**src/rtl/ic_pkg.sv**
```systemverilog
// ic_pkg: shared state encoding and default geometry for the I-cache refill path
package ic_pkg;
  typedef enum logic [2:0] {IDLE, REQ, RECV, STREAM, WAIT} ic_repl_state_t;
  localparam int IC_BLOCK_BYTES = 64;
  localparam int IC_BEAT_W = 64;
  localparam int IC_NBEATS = IC_BLOCK_BYTES * 8 / IC_BEAT_W;
endpackage

```
**src/rtl/ic_line_buffer.sv**
```systemverilog
// ic_line_buffer: one-line staging buffer between memory beats and cache replay
module ic_line_buffer #(
  parameter int NBEATS = 8,
  parameter int BEAT_W = 64,
  localparam int IW = $clog2(NBEATS)
) (
  input  logic              clk,
  input  logic              we,
  input  logic [IW-1:0]     waddr,
  input  logic [BEAT_W-1:0] wdata,
  input  logic [IW-1:0]     raddr,
  output logic [BEAT_W-1:0] rdata
);
  logic [BEAT_W-1:0] mem [NBEATS];
  always_ff @(posedge clk)
    if (we) mem[waddr] <= wdata;
  assign rdata = mem[raddr];
endmodule

```
**src/rtl/ic_repl_ctrl.sv**
```systemverilog
// ic_repl_ctrl: fetches a missed block from memory and replays it beat by beat into the cache set
module ic_repl_ctrl
  import ic_pkg::*;
#(
  parameter int B = IC_BLOCK_BYTES,
  parameter int BEAT_W = IC_BEAT_W,
  parameter int ADDR_W = 32
) (
  input  logic              clk_i,
  input  logic              reset_i,
  input  logic              ic_miss_i,
  input  logic [ADDR_W-1:0] ic_addr_i,
  input  logic              flush_i,
  output logic              mem_req_o,
  output logic [ADDR_W-1:0] mem_addr_o,
  input  logic              mem_gnt_i,
  input  logic              mem_rvalid_i,
  input  logic [BEAT_W-1:0] mem_rdata_i,
  output logic              ic_repl_grant_o,
  output logic [BEAT_W-1:0] rep_word_o,
  output logic              ic_stall_o
);
  localparam int NBEATS = B * 8 / BEAT_W;
  localparam int IW = $clog2(NBEATS);
  localparam logic [IW-1:0] LAST = IW'(NBEATS - 1);
  ic_repl_state_t state;
  logic [IW-1:0] cnt;
  logic [ADDR_W-1:0] addr_q;
  logic [BEAT_W-1:0] rdata;
  logic drop;
  // cnt is the write slot during RECV and the read slot during STREAM
  ic_line_buffer #(.NBEATS(NBEATS), .BEAT_W(BEAT_W)) u_buf (
    .clk(clk_i),
    .we(state == RECV && mem_rvalid_i),
    .waddr(cnt),
    .wdata(mem_rdata_i),
    .raddr(cnt),
    .rdata(rdata)
  );
  always_ff @(posedge clk_i or negedge reset_i)
    if (!reset_i) begin
      state <= IDLE;
      cnt <= '0;
      drop <= 1'b0;
      addr_q <= '0;
      mem_req_o <= 1'b0;
      ic_repl_grant_o <= 1'b0;
    end else begin
      case (state)
        IDLE: if (ic_miss_i && !flush_i) begin
          addr_q <= ic_addr_i & ~ADDR_W'(B - 1);
          mem_req_o <= 1'b1;
          state <= REQ;
        end
        REQ: if (flush_i || mem_gnt_i) begin
          mem_req_o <= 1'b0;
          cnt <= '0;
          state <= flush_i ? IDLE : RECV;
        end
        RECV: begin
          drop <= drop | flush_i;
          if (mem_rvalid_i) begin
            cnt <= cnt + IW'(1);
            // a flush seen on the final beat still abandons the line
            if (cnt == LAST) begin
              cnt <= '0;
              drop <= 1'b0;
              ic_repl_grant_o <= !(drop || flush_i);
              state <= (drop || flush_i) ? IDLE : STREAM;
            end
          end
        end
        STREAM: begin
          cnt <= cnt + IW'(1);
          if (cnt == LAST) begin
            cnt <= '0;
            ic_repl_grant_o <= 1'b0;
            state <= WAIT;
          end
        end
        default: state <= IDLE;
      endcase
    end
  assign mem_addr_o = addr_q;
  assign rep_word_o = ic_repl_grant_o ? rdata : '0;
  assign ic_stall_o = reset_i && (state != IDLE || (ic_miss_i && !flush_i));
endmodule

```
**config.mk**
```make
export PLATFORM = sky130hd
export DESIGN_NAME = ic_repl_ctrl
export DESIGN_NICKNAME = d
export VERILOG_FILES = /design/src/rtl/ic_pkg.sv /design/src/rtl/ic_line_buffer.sv /design/src/rtl/ic_repl_ctrl.sv
export SDC_FILE = /design/constraint.sdc
export NUM_CORES = 1
export LEC_CHECK = 0
export ABC_AREA = 1
export CORE_ASPECT_RATIO = 1.4
export CORE_MARGIN = 4
export CORE_UTILIZATION = 50
export CTS_CLUSTER_DIAMETER = 80
export CTS_CLUSTER_SIZE = 28
export DETAILED_ROUTE_END_ITERATION = 10
export MAX_ROUTING_LAYER = met4
export PLACE_DENSITY = 0.71
export SETUP_SLACK_MARGIN = 0.02
export SYNTH_ARGS = -nofsm -noshare
export SYNTH_HDL_FRONTEND = slang
export SYNTH_SLANG_ARGS = --single-unit
```
**constraint.sdc**
```tcl
create_clock -name clk_i -period 7.2 [get_ports clk_i]
set_clock_uncertainty 0.1 [all_clocks]
set_input_delay 1.44 -clock clk_i [delete_from_list [all_inputs] [get_ports clk_i]]
set_output_delay 1.44 -clock clk_i [all_outputs]
set_load 0.005 [all_outputs]
```
# Yosys cells after proc, flatten, opt, wreduce, memory -nomap -nowiden
# Memories as Yosys holds them, arrays and structs flattened.
# Cells that the tools add are included.
# classes
add_sub_neg,1
eq_ne,9
muxes,24
bitwise_logic,1
n_reduce_logical,18
# ops
op,n
2-to-1 mux 64 bit,1
2-to-1 mux 3 bit,8
one-hot mux 3 bit (4 select lines),1
2-to-1 mux 1 bit,9
one-hot mux 3 bit (3 select lines),1
!= test 2 bit (second input constant),4
equality test 3 x 2 -> 1 bit (second input constant),2
AND reduction 3 bit,2
nonzero test 3 bit,2
AND reduction 5 bit,1
2-to-1 mux 2 bit,2
one-hot mux 1 bit (2 select lines),2
AND reduction 4 bit,1
nonzero test 2 bit,2
adder 3 x 1 -> 3 bit (second input constant),1
equality test 3 x 1 -> 1 bit (second input constant),1
equality test 3 bit (second input constant),1
logical AND 1 bit,3
zero test 3 bit,1
logical OR 1 bit,3
zero test 1 bit,2
!= test 2 x 1 -> 1 bit (second input constant),1
AND reduction 2 bit,1
bitwise OR 1 bit,1
# totals
regBits,35
ramBits,512
out_inout_bits,99
elab_cells,60
mem_count,1
# mem_list
name,words,word_bits,read_ports,rd_ports_with_merged_regs,write_ports,line_no,rtl
u_buf.mem,8,64,1,0,1,ic_line_buffer.sv:14,logic [BEAT_W-1:0] mem [NBEATS];

# Logic depth before layout (Yosys ltp)
# depth
ltp_word,5
mapped_depth,10
depth_no_buf,8

# Hierarchy
# A second synthesis with hierarchy kept.
# hier_totals
cells_unflattened,2564
hier_area_um2,24509.8
# by_module_without_submodules
module,n_inst,cells_each,area_per_inst_um2
ic_line_buffer,1,2230,22376.5
ic_repl_ctrl,1,334,2133.3

# Worst setup path after synthesis
# No wires, ideal clock.
# synth_path
path_kind,input to register
startpoint,input port mem_rvalid_i
endpoint,"memory u_buf.mem[0][0], enable pin"
t_arrival_ps,5189
setup_slack_ps,1388
stages,2
n_path_buf,0
path_cell_list,nand2_1 -> nor4_2
# synth_between
elab_chain_cells,3
# synth_lines
item,line_no,rtl
from (decl),ic_repl_ctrl.sv:17,"input logic mem_rvalid_i,"
logical AND 1 bit,ic_repl_ctrl.sv:34,".we(state == RECV && mem_rvalid_i),"
2-to-1 mux 1 bit,ic_line_buffer.sv:16,if (we) mem[waddr] <= wdata;
2-to-1 mux 1 bit (implied by the code),ic_line_buffer.sv:16,
to (decl),ic_line_buffer.sv:14,
# Every way passes these cells.

# Worst setup path after layout
# layout_path
startpoint,register cnt[0]
endpoint,output port rep_word_o[53]
# layout_between
elab_chain_cells,2
# layout_lines
item,line_no,rtl
from (decl),ic_repl_ctrl.sv:27,logic [IW-1:0] cnt;
from (signal assigned),ic_repl_ctrl.sv:63,cnt <= cnt + IW'(1);
from (signal assigned),ic_repl_ctrl.sv:74,cnt <= cnt + IW'(1);
memory (8 x 64 bit),n/a,
2-to-1 mux 64 bit,ic_repl_ctrl.sv:85,assign rep_word_o = ic_repl_grant_o ? rdata : '0;
to (decl),ic_repl_ctrl.sv:20,"output logic [BEAT_W-1:0] rep_word_o,"
# Every way passes these cells.

==> impl_metrics.yaml <==
outcome:
  status: "finished, final reports clean"
clock_tree:
  cts_root_buf: "clkbuf_16"
  cts_setup_buffers: 0
  clock-sinks: 547
  clkLatencyLatePin_ns: 0.57
  cts_tree: "yes"
  cts.clk_slew.worst_paths_ns: 0.10
  clk_path_buf_depth: 3
  htreeDepth: 1
  numCtsBuffers: 23
  ctsHoldBuffers: 0
  cts_resized: 0
job:
  drv_cap: 0
worst_setup_path:
  path_depth: 9
  critPathTopFamily: "buffers and inverters"
  worst-setup-path-type: "flip-flop to output pin"
  reg2reg_depth: 3
  slowest_delay_ns: 0.87
  cpMostUsedCell: "nand2_1"
  crit_path_end_kind: "output pin"
  crit_arrival_ns: 4.08
  startpoint_type: "flip-flop"
  path_cells: "inv_8 > buf_4 > nand2_1 > nand2_1 > nand2_1 > nand2_1 > nand2_1 > a21oi_1 > clkdlybuf4s50_1"
  cp_max_fo: 181
  cp.required_ns: 5.66
  timing.critical_path.buf_inv: 3
  slowest_stage: "inv_8"
logic_synthesis:
  ys_ff_latch: 547
  synth_top_cell_by_area: "edfxtp_1"
  yosys.cell_types.count: 25
  avgSynthCellArea_sq_um: 11.39
  synth-seq-area-share: 0.7159
  yosysTopAreaCellShare: 0.6773
  ys_top_cells_by_area: "edfxtp_1, nand2_1, nand4_1"
  syn_inst: 1993
  synthesis.area_sq_um: 22700
  yosys_warnings: 0
detailed_routing:
  antenna_left: 0
  viasPerCell: 5.535
  drtIter0Drc: 1047
  drc: 0
  wire_per_inst_um: 19.17
  routed_wl_um: 52310
  vias: 15100
  first_pass_iters: 7
global_route:
  grt_pass1_wl_um: 79960
  grt_use_total: 0.2128
  grt_pass1_vias: 14620
  grt_max_degree: 182
  overflow: 0
  antenna_found_initial: 3
min_path:
  hold_depth: 2
  hold_class: "flip-flop to flip-flop"
placement:
  numPortBuffers: 188
  hpwlAfterDp_um: 27170
  place_inst: 2684
  gp_congestion: 0.7401
final_layout:
  fillers: 3600
  layout.cells.non_filler: 2729
  multi_input_area_sq_um: 5612
  register_area_sq_um: 16260
  final_common_cell: "nand2_1"
  final_cell_mix: "nand2_1, edfxtp_1, clkdlybuf4s50_1"
  layout.nets: 2202
  area_growth_pct: 12.63
  drive_gt1_frac: 0.03453
  final_core_util: 0.5680
floorplanning:
  chipHeight_um: 260.1
  die_w_um: 188.1
  fp.dieArea_sq_um: 48920
  fp.coreArea_sq_um: 45010
  pin_count: 201
  fp-row-count: 92
  initial_utilization: 0.5043
timing:
  setup_viol: 0
  slew_viol_final: 0
  fmax_mhz: 177.8
  tightest_slew_ns: 1.127
  fin_crit_ns: 5.624
  rsz0062_at_grt: "no"
  fin_crit_sh: 0.7812
  fin_setup_tns_ns: 0
  hold_violations: 0
  max-slew-margin-rel: 0.2484
power_and_ir_drop:
  power.density_nw_per_um2: 287.4
  ir_worst_vdd_mv: 0.2479
  p_leak_nw: 9.597
-- cell families (layout without fill, tap and decap cells) --
kind of cell	after synthesis	after routing	synth area share
buffers and inverters	181	297	0.04101
AO/OA/AOI/OAI	96	96	0.02150
other	1	10	0.0001652
AND/OR/NAND/NOR	1166	1166	0.2203
flip-flops	547	547	0.7159
adder cells (fa/ha/maj)	2	2	0.001102
-- per-stage QoR --
step	power (mW)	hold slack [ns]	instance area, sq um	setup WS, ns
after floorplan	5.325	0.3763	22720	1.388
after global placement	5.836	0.3697	24900	2.199
after detailed placement	5.907	0.3769	24900	2.165
after CTS	7.396	0.4019	25560	1.513
after global routing	7.777	0.4131	25560	1.286
final	7.348	0.3942	25570	1.576
-- registers in the layout, indices dropped and copies added (netlist names) --
signal,count
cnt,3
u_buf.mem,512
mem_req_o,1
state,3
ic_repl_grant_o,1
mem_addr_o,26
drop,1
-- worst min-delay path, cell delays in order, from the launching register on --
cell and delay [ns]:
dfrtp_1 0.35, nand2_1 0.05, o21ai_0 0.06
-- power by group --
part	internal, mW	leakage [nW]	switching [mW]	total (mW)
combinational	0.664	4.25	1.42	2.09
sequential	3.63	5.04	0.119	3.74
clock	0.617	0.310	0.899	1.52
total	4.91	9.60	2.44	7.35
-- routing by layer --
layer,routed length [um],share of wire,up-vias,global-route usage
li1,-,-,7122,-
met1,21420,0.41,7410,0.2619
met2,26690,0.51,500,0.3740
met3,3180,0.061,72,0.02551
met4,1015,0.019,0,0.06059
met5,0,0,-,-
-- path summary, 6_finish.rpt --
path	from	endpoint	slack, ns
max	cnt[0]	rep_word_o[53]	1.58
min	mem_addr_o[31]	mem_addr_o[31]	0.39
max reg2reg	cnt[0]	u_buf.mem[1][48]	3.99
min reg2reg	mem_addr_o[31]	mem_addr_o[31]	0.39
max in group asynchronous	reset_i	cnt[1]	5.46
min in group asynchronous	reset_i	cnt[2]	1.18
-- area by class of cell --
cell class,instances,share of cell area
antenna,4,0.0003915
sequential,547,0.6361
tap,611,0.02990
multi-input combinational,1270,0.2195
inverter,38,0.006069
clock inverter,1,0.0006362
timing repair buffer,218,0.08242
clock buffer,40,0.02501
-- synthesized netlist by cell type, drive strengths merged --
master and count:
conb 1, edfxtp 512, a22oi 1, buf 119, a21oi 64, nor2 70
nor4 8, o211a 1, inv 38, nand3 100, o21ai 30, dfrtp 35
nand4 165, ha 2, clkbuf 24, nand2 821, nor3 2
No activity file was read; power rests on OpenSTA's default activity.
